===== src/rtl/cla_multicycle_add_ctrl_if.sv =====
// Purpose: groups the operand-request and result handshakes of the
//          multicycle CLA adder into one bundle.
// Signals:
//   in_valid/in_ready    operand handshake (producer -> adder)
//   a, b, c_in           operands and carry into bit 0
//   out_valid/out_ready  result handshake (adder -> consumer)
//   sum, c_out, ovf,     result word, carry out, signed overflow,
//   zero, busy           zero flag, adder-not-idle
// Modports: master = producer/consumer side, slave = adder side.
interface cla_multicycle_add_ctrl_if #(
  parameter int unsigned WIDTH = 32
);
  logic             in_valid;
  logic             in_ready;
  logic [WIDTH-1:0] a;
  logic [WIDTH-1:0] b;
  logic             c_in;
  logic             out_valid;
  logic             out_ready;
  logic [WIDTH-1:0] sum;
  logic             c_out;
  logic             ovf;
  logic             zero;
  logic             busy;

  modport master (
    output in_valid, a, b, c_in, out_ready,
    input  in_ready, out_valid, sum, c_out, ovf, zero, busy
  );

  modport slave (
    input  in_valid, a, b, c_in, out_ready,
    output in_ready, out_valid, sum, c_out, ovf, zero, busy
  );
endinterface


===== src/rtl/cla_multicycle_add_ctrl.sv =====
// Purpose: WIDTH-bit adder that reuses one 4-bit carry-lookahead slice,
//          one nibble per cycle, LSB nibble first. The slice carry-out is
//          registered as the next nibble's carry-in.
// Ports:
//   clk   rising-edge clock
//   rst   asynchronous active-high reset; discards any in-flight add
//   bus   slave side of cla_multicycle_add_ctrl_if (operand request,
//         result + flags, busy)
module cla_multicycle_add_ctrl #(
  parameter int unsigned WIDTH = 32
) (
  input  logic                     clk,
  input  logic                     rst,
  cla_multicycle_add_ctrl_if.slave bus
);

  localparam int unsigned NSLICE = WIDTH / 4;
  localparam int unsigned IDX_W  = (NSLICE > 1) ? $clog2(NSLICE) : 1;
  localparam int unsigned MSB    = WIDTH - 1;
  localparam logic [IDX_W-1:0] IDX_LAST = IDX_W'(NSLICE - 1);

  if ((WIDTH % 4 != 0) || (WIDTH < 8)) begin : g_width_check
    $fatal(1, "cla_multicycle_add_ctrl: WIDTH must be a multiple of 4 and >= 8");
  end

  typedef enum logic [1:0] {
    ST_IDLE = 2'd0,
    ST_RUN  = 2'd1,
    ST_DONE = 2'd2
  } state_e;

  state_e           state_q, state_d;
  logic [WIDTH-1:0] op_a_q, op_a_d;
  logic [WIDTH-1:0] op_b_q, op_b_d;
  logic             carry_q, carry_d;
  logic [IDX_W-1:0] idx_q, idx_d;
  logic [WIDTH-1:0] sum_q, sum_d;
  logic             c_out_q, c_out_d;
  logic             ovf_q, ovf_d;
  logic             zero_q, zero_d;
  logic             out_valid_q, out_valid_d;
  logic             in_ready_q, in_ready_d;
  logic             busy_q, busy_d;

  // Slice datapath signals
  logic [IDX_W+1:0] bit_sh;
  logic [WIDTH-1:0] a_sh, b_sh;
  logic [3:0]       sl_a, sl_b, sl_g, sl_p, sl_s;
  logic [4:0]       sl_c;
  logic [WIDTH-1:0] sum_nx;

  // Select the current nibble, run the 4-bit CLA, merge its sum into sum_q
  always_comb begin
    bit_sh = {idx_q, 2'b00};
    a_sh   = op_a_q >> bit_sh;
    b_sh   = op_b_q >> bit_sh;
    sl_a   = a_sh[3:0];
    sl_b   = b_sh[3:0];
    sl_g   = sl_a & sl_b;
    sl_p   = sl_a ^ sl_b;
    sl_c[0] = carry_q;
    sl_c[1] = sl_g[0] | (sl_p[0] & sl_c[0]);
    sl_c[2] = sl_g[1] | (sl_p[1] & sl_g[0]) | (sl_p[1] & sl_p[0] & sl_c[0]);
    sl_c[3] = sl_g[2] | (sl_p[2] & sl_g[1]) | (sl_p[2] & sl_p[1] & sl_g[0])
            | (sl_p[2] & sl_p[1] & sl_p[0] & sl_c[0]);
    sl_c[4] = sl_g[3] | (sl_p[3] & sl_g[2]) | (sl_p[3] & sl_p[2] & sl_g[1])
            | (sl_p[3] & sl_p[2] & sl_p[1] & sl_g[0])
            | (sl_p[3] & sl_p[2] & sl_p[1] & sl_p[0] & sl_c[0]);
    sl_s   = sl_p ^ sl_c[3:0];
    sum_nx = (sum_q & ~(WIDTH'(4'hF) << bit_sh)) | (WIDTH'(sl_s) << bit_sh);
  end

  // Next-state and output decode
  always_comb begin
    state_d   = state_q;
    op_a_d    = op_a_q;
    op_b_d    = op_b_q;
    carry_d   = carry_q;
    idx_d     = idx_q;
    sum_d     = sum_q;
    c_out_d   = c_out_q;
    ovf_d     = ovf_q;
    zero_d    = zero_q;

    case (state_q)
      ST_IDLE: begin
        if (bus.in_valid) begin
          op_a_d  = bus.a;
          op_b_d  = bus.b;
          carry_d = bus.c_in;
          idx_d   = '0;
          state_d = ST_RUN;
        end
      end
      ST_RUN: begin
        sum_d   = sum_nx;
        carry_d = sl_c[4];
        idx_d   = idx_q + IDX_W'(1);
        if (idx_q == IDX_LAST) begin
          idx_d   = '0;
          state_d = ST_DONE;
          c_out_d = sl_c[4];
          ovf_d   = (op_a_q[MSB] == op_b_q[MSB]) && (sum_nx[MSB] != op_a_q[MSB]);
          zero_d  = (sum_nx == '0);
        end
      end
      ST_DONE: begin
        // Flags drop with out_valid; sum keeps its last value
        if (bus.out_ready) begin
          state_d = ST_IDLE;
          c_out_d = 1'b0;
          ovf_d   = 1'b0;
          zero_d  = 1'b0;
        end
      end
      default: begin
        state_d = ST_IDLE;
      end
    endcase

    // Handshake/status outputs are registered copies of the next state
    out_valid_d = (state_d == ST_DONE);
    in_ready_d  = (state_d == ST_IDLE);
    busy_d      = (state_d != ST_IDLE);
  end

  // State register
  always_ff @(posedge clk or posedge rst) begin
    if (rst) begin
      state_q     <= ST_IDLE;
      op_a_q      <= '0;
      op_b_q      <= '0;
      carry_q     <= 1'b0;
      idx_q       <= '0;
      sum_q       <= '0;
      c_out_q     <= 1'b0;
      ovf_q       <= 1'b0;
      zero_q      <= 1'b0;
      out_valid_q <= 1'b0;
      in_ready_q  <= 1'b1;
      busy_q      <= 1'b0;
    end else begin
      state_q     <= state_d;
      op_a_q      <= op_a_d;
      op_b_q      <= op_b_d;
      carry_q     <= carry_d;
      idx_q       <= idx_d;
      sum_q       <= sum_d;
      c_out_q     <= c_out_d;
      ovf_q       <= ovf_d;
      zero_q      <= zero_d;
      out_valid_q <= out_valid_d;
      in_ready_q  <= in_ready_d;
      busy_q      <= busy_d;
    end
  end

  assign bus.in_ready  = in_ready_q;
  assign bus.out_valid = out_valid_q;
  assign bus.sum       = sum_q;
  assign bus.c_out     = c_out_q;
  assign bus.ovf       = ovf_q;
  assign bus.zero      = zero_q;
  assign bus.busy      = busy_q;

endmodule

===== src/flat_wrapper.sv =====
// flat-port wrapper written by rule: the top's interface ports become plain ports
module cla_multicycle_add_ctrl_flat 
#(
  parameter int unsigned WIDTH = 32
)
  (clk, rst, bus_in_valid, bus_a, bus_b, bus_c_in, bus_out_ready, bus_in_ready, bus_out_valid, bus_sum, bus_c_out, bus_ovf, bus_zero, bus_busy);
  cla_multicycle_add_ctrl_if #(.WIDTH(WIDTH)) bus_i ();
  input  logic clk;
  input  logic rst;
  input wire logic [$bits(bus_i.in_valid)-1:0] bus_in_valid;
  input wire logic [$bits(bus_i.a)-1:0] bus_a;
  input wire logic [$bits(bus_i.b)-1:0] bus_b;
  input wire logic [$bits(bus_i.c_in)-1:0] bus_c_in;
  input wire logic [$bits(bus_i.out_ready)-1:0] bus_out_ready;
  output wire logic [$bits(bus_i.in_ready)-1:0] bus_in_ready;
  output wire logic [$bits(bus_i.out_valid)-1:0] bus_out_valid;
  output wire logic [$bits(bus_i.sum)-1:0] bus_sum;
  output wire logic [$bits(bus_i.c_out)-1:0] bus_c_out;
  output wire logic [$bits(bus_i.ovf)-1:0] bus_ovf;
  output wire logic [$bits(bus_i.zero)-1:0] bus_zero;
  output wire logic [$bits(bus_i.busy)-1:0] bus_busy;
  assign bus_i.in_valid = bus_in_valid;
  assign bus_i.a = bus_a;
  assign bus_i.b = bus_b;
  assign bus_i.c_in = bus_c_in;
  assign bus_i.out_ready = bus_out_ready;
  assign bus_in_ready = bus_i.in_ready;
  assign bus_out_valid = bus_i.out_valid;
  assign bus_sum = bus_i.sum;
  assign bus_c_out = bus_i.c_out;
  assign bus_ovf = bus_i.ovf;
  assign bus_zero = bus_i.zero;
  assign bus_busy = bus_i.busy;
  cla_multicycle_add_ctrl #(.WIDTH(WIDTH)) u_core (.clk(clk), .rst(rst), .bus(bus_i));
endmodule

===== config.mk =====
export PLATFORM = sky130hd
export DESIGN_NAME = cla_multicycle_add_ctrl_flat
export DESIGN_NICKNAME = d
export VERILOG_FILES = /design/src/rtl/cla_multicycle_add_ctrl_if.sv /design/src/rtl/cla_multicycle_add_ctrl.sv /design/src/flat_wrapper.sv
export SDC_FILE = /design/constraint.sdc
export NUM_CORES = 1
export LEC_CHECK = 0
export CORE_AREA = 2 2 135 137
export DETAILED_ROUTE_END_ITERATION = 10
export DIE_AREA = 0 0 137 139
export SETUP_SLACK_MARGIN = 0.4
export SLEW_MARGIN = 20
export SYNTH_ARGS = -nofsm -noshare
export SYNTH_HDL_FRONTEND = slang
export SYNTH_SLANG_ARGS = --single-unit
export TNS_END_PERCENT = 10

===== constraint.sdc =====
create_clock -name clk -period 4.09 [get_ports clk]
set_input_delay 0.409 -clock clk [delete_from_list [all_inputs] [get_ports clk]]
set_output_delay 0.409 -clock clk [all_outputs]
set_load 0.05 [all_outputs]

==> impl_metrics.toml <==
[global_route]
grt_usage_pct = 14.4
grt_pass1_vias = 3802
overflow = 0
grtUsageMet1_pct = 19.5
grt-busiest-layer = "met2"
grt_max_degree = 82
antenna_found_initial = 0
grt_pass1_wl_um = 21000
grtUsageMet3_pct = 4.20
use_met2_pct = 22.3

[sta]
finalCriticalPeriod_ns = 3.39
finalCritPeriodShare_pct = 82.9
clock_skew_ns = 0.0138
finalSetupTns_ns = 0
max-slew-margin-rel_pct = 46.3
drv_slew = 0
tightest_slew_ns = 0.806
setup_violations = 0
fmax_ghz = 0.295
rsz0062_at_grt = "no"
hold_viol_final = 0

[clock_network]
cts_root_buf = "clkbuf_16"
clk_latency_ns = 0.37
cts.sinks = 108
ctsHoldBuffers = 0
cts_tree = "built"
postCtsResizedCells = 0
cts_buffers = 9
cts_max_path_buffers = 2
cts.clk_slew.worst_paths_ns = 0.08
cts_setup_buffers = 0
h-tree-depth = 3

[synthesis]
syn_area_um2 = 5200
synth-async-reset-ratio_pct = 100
dominantRegCellSynth = "dfrtp_1"
ys_types = 59
synth_edf_count = 0
yosysWarnings = 0
avgSynthCellArea_um2 = 12.8
synth_cells = 406
ys_seq_elements = 108
ys_seq_area_share_pct = 52.0
syn-num-nets = 487

[finish]
multiInputGateArea_um2 = 2340
antennaDiodeCount = 0
seq_area_um2 = 2710
drive_above_1_share_pct = 23.6
area_delta_synth_final_pct = 31.0
nNetsFinal = 588
stdcell_count = 741
fill_cells = 1696

[setup_path]
crit_slowest_cell = "fa_1"
cp_max_fo = 14
startpoint_type = "flip-flop"
crit_chain = "mux4_2 > nand2_1 > nand2_1 > fa_1 > inv_1 > or3_1 > o211ai_1 > a31oi_1 > nand4_1 > o21ai_1"
crit_path_frequent_cell = "nand2_1"
required_ns = 4.33
slowest_delay_ns = 0.87
critPathTopFamily = "adder cells"
cp-end-kind = "flip-flop"
crit_type = "reg2reg"
cp.arrival_ns = 3.63
cp.buffers_inverters = 1

[place]
dp_cells = 725
io_buffer_count = 106
dp_hpwl_um = 9510
routabilityCongestion = 0.853

[routing]
ant_nets = 0
drt_iter0_drc = 195
dr.pass1.iters = 5
routed_wl_um = 13000
wl_per_cell_um = 17.5
vias_per_cell = 4.98
drcViolationCount = 0
vias = 3692

[die]
die_area_um2 = 19000
initial_utilization_pct = 29.4
die-width_um = 137
coreArea_um2 = 17700
num_rows = 49
die_h_um = 139
num_io_pins = 107

[worst_hold_path]
min_path_type = "reg2reg"

[run_status]
status = "completed"

[job]
cap_violations = 0
## layout by cell type, fill, tap and decap left out, types with 2 or more instances in the layout
cell / count
clkdlybuf4s50_1: 106
dfrtp_1: 106
mux2_2: 64
nand2_1: 49
a22o_1: 21
mux4_2: 16
nor2_1: 13
ha_1: 11
clkbuf_16: 9
buf_4: 8
nor3_1: 7
a21oi_1: 7
o21ai_0: 7
inv_1: 6
a22o_2: 6
nor2b_1: 5
nand2b_1: 4
a21o_1: 3
inv_6: 3
a32o_1: 3
xor2_1: 2
o21ai_2: 2
a31oi_1: 2
nor3_2: 2
a22oi_1: 2
o31ai_1: 2
o22ai_1: 2
and3_1: 2
a21boi_1: 2
o21ai_1: 2
a211oi_1: 2
o211ai_1: 2
nand4_1: 2
bufinv_16: 2
## cells by family after synthesis
kind of cell               Yosys count  share of synthesized area (%)
AOI/OAI and AO/OA                   80                           12.1
xor gates and xnor gates             4                          0.674
adders and majority gates           12                           3.03
buffers and inverters               31                           3.20
DFF                                108                           52.0
muxes                               80                           20.8
and+or+nand+nor                     91                           8.19
## per-stage QoR
step / worst slack [ns] / util (%) / hold slack [ns] / area [µm²]
3_5_place_dp: 0.620 / 36.7 / 0.495 / 6470
6_report: 0.698 / 38.5 / 0.509 / 6810
2_1_floorplan: 0.837 / - / 0.475 / 5200
5_1_grt: 0.522 / 38.5 / 0.524 / 6810
4_1_cts: 0.614 / 38.5 / 0.511 / 6800
3_3_place_gp: 0.765 / 36.7 / 0.485 / 6470
## metal layers
layer	share of wire (%)	up-vias
met5	0	-
met2	49	126
met1	43	1842
li1	-	1701
met3	6.1	23
met4	2.0	0
## area by class of cell
type	count	share of cell area (%)
Multi-Input combinational cell	267	34.4
Sequential cell	108	39.7
Clock buffer	10	3.36
Timing Repair Buffer	114	16.5
Clock inverter	6	1.38
Inverter	7	0.460
Tap cell	229	4.21
## worst paths after layout
path                       slack (ns)  depth (start not counted)         startpoint            endpoint
max                              0.70                         10    u_core.idx_q[0]     u_core.bus.zero
min                              0.51                          1  u_core.op_b_q[27]   u_core.op_b_q[27]
max reg2reg                      0.70                         10    u_core.idx_q[0]     u_core.bus.zero
min reg2reg                      0.51                          1  u_core.op_b_q[27]   u_core.op_b_q[27]
max in group asynchronous        2.86                          3                rst    u_core.op_a_q[6]
min in group asynchronous        0.55                          2                rst  u_core.bus.sum[16]
## cell usage after synthesis (3+ instances only)
cell / count / share of area (%)
dfrtp_1: 107 / 52
mux2_2: 64 / 14
nand2_1: 49 / 3.5
a22o_1: 21 / 3.5
buf_2: 16 / 1.5
mux4_2: 16 / 6.9
nor2_1: 13 / 0.94
ha_1: 11 / 2.6
a21oi_1: 7 / 0.67
inv_1: 7 / 0.51
nor3_1: 7 / 0.67
o21ai_0: 7 / 0.67
a22o_2: 6 / 1.2
nor2b_1: 5 / 0.60
nand2b_1: 4 / 0.48
a21o_1: 3 / 0.43
a32o_1: 3 / 0.58
buf_6: 3 / 0.65
## registers in the layout, indices dropped and copies added, names as in the netlist
name                  count
u_core.bus.sum           32
u_core.op_b_q            32
u_core.bus.busy           1
u_core.bus.out_valid      1
u_core.op_a_q            32
u_core.state_q            2
u_core.bus.in_ready       1
u_core.idx_q              3
u_core.bus.zero           1
u_core.bus.c_out          1
u_core.bus.ovf            1
u_core.carry_q            1
Power is not shown: default switching activity piles up to over one toggle a cycle in this logic, so the estimate is an artifact.
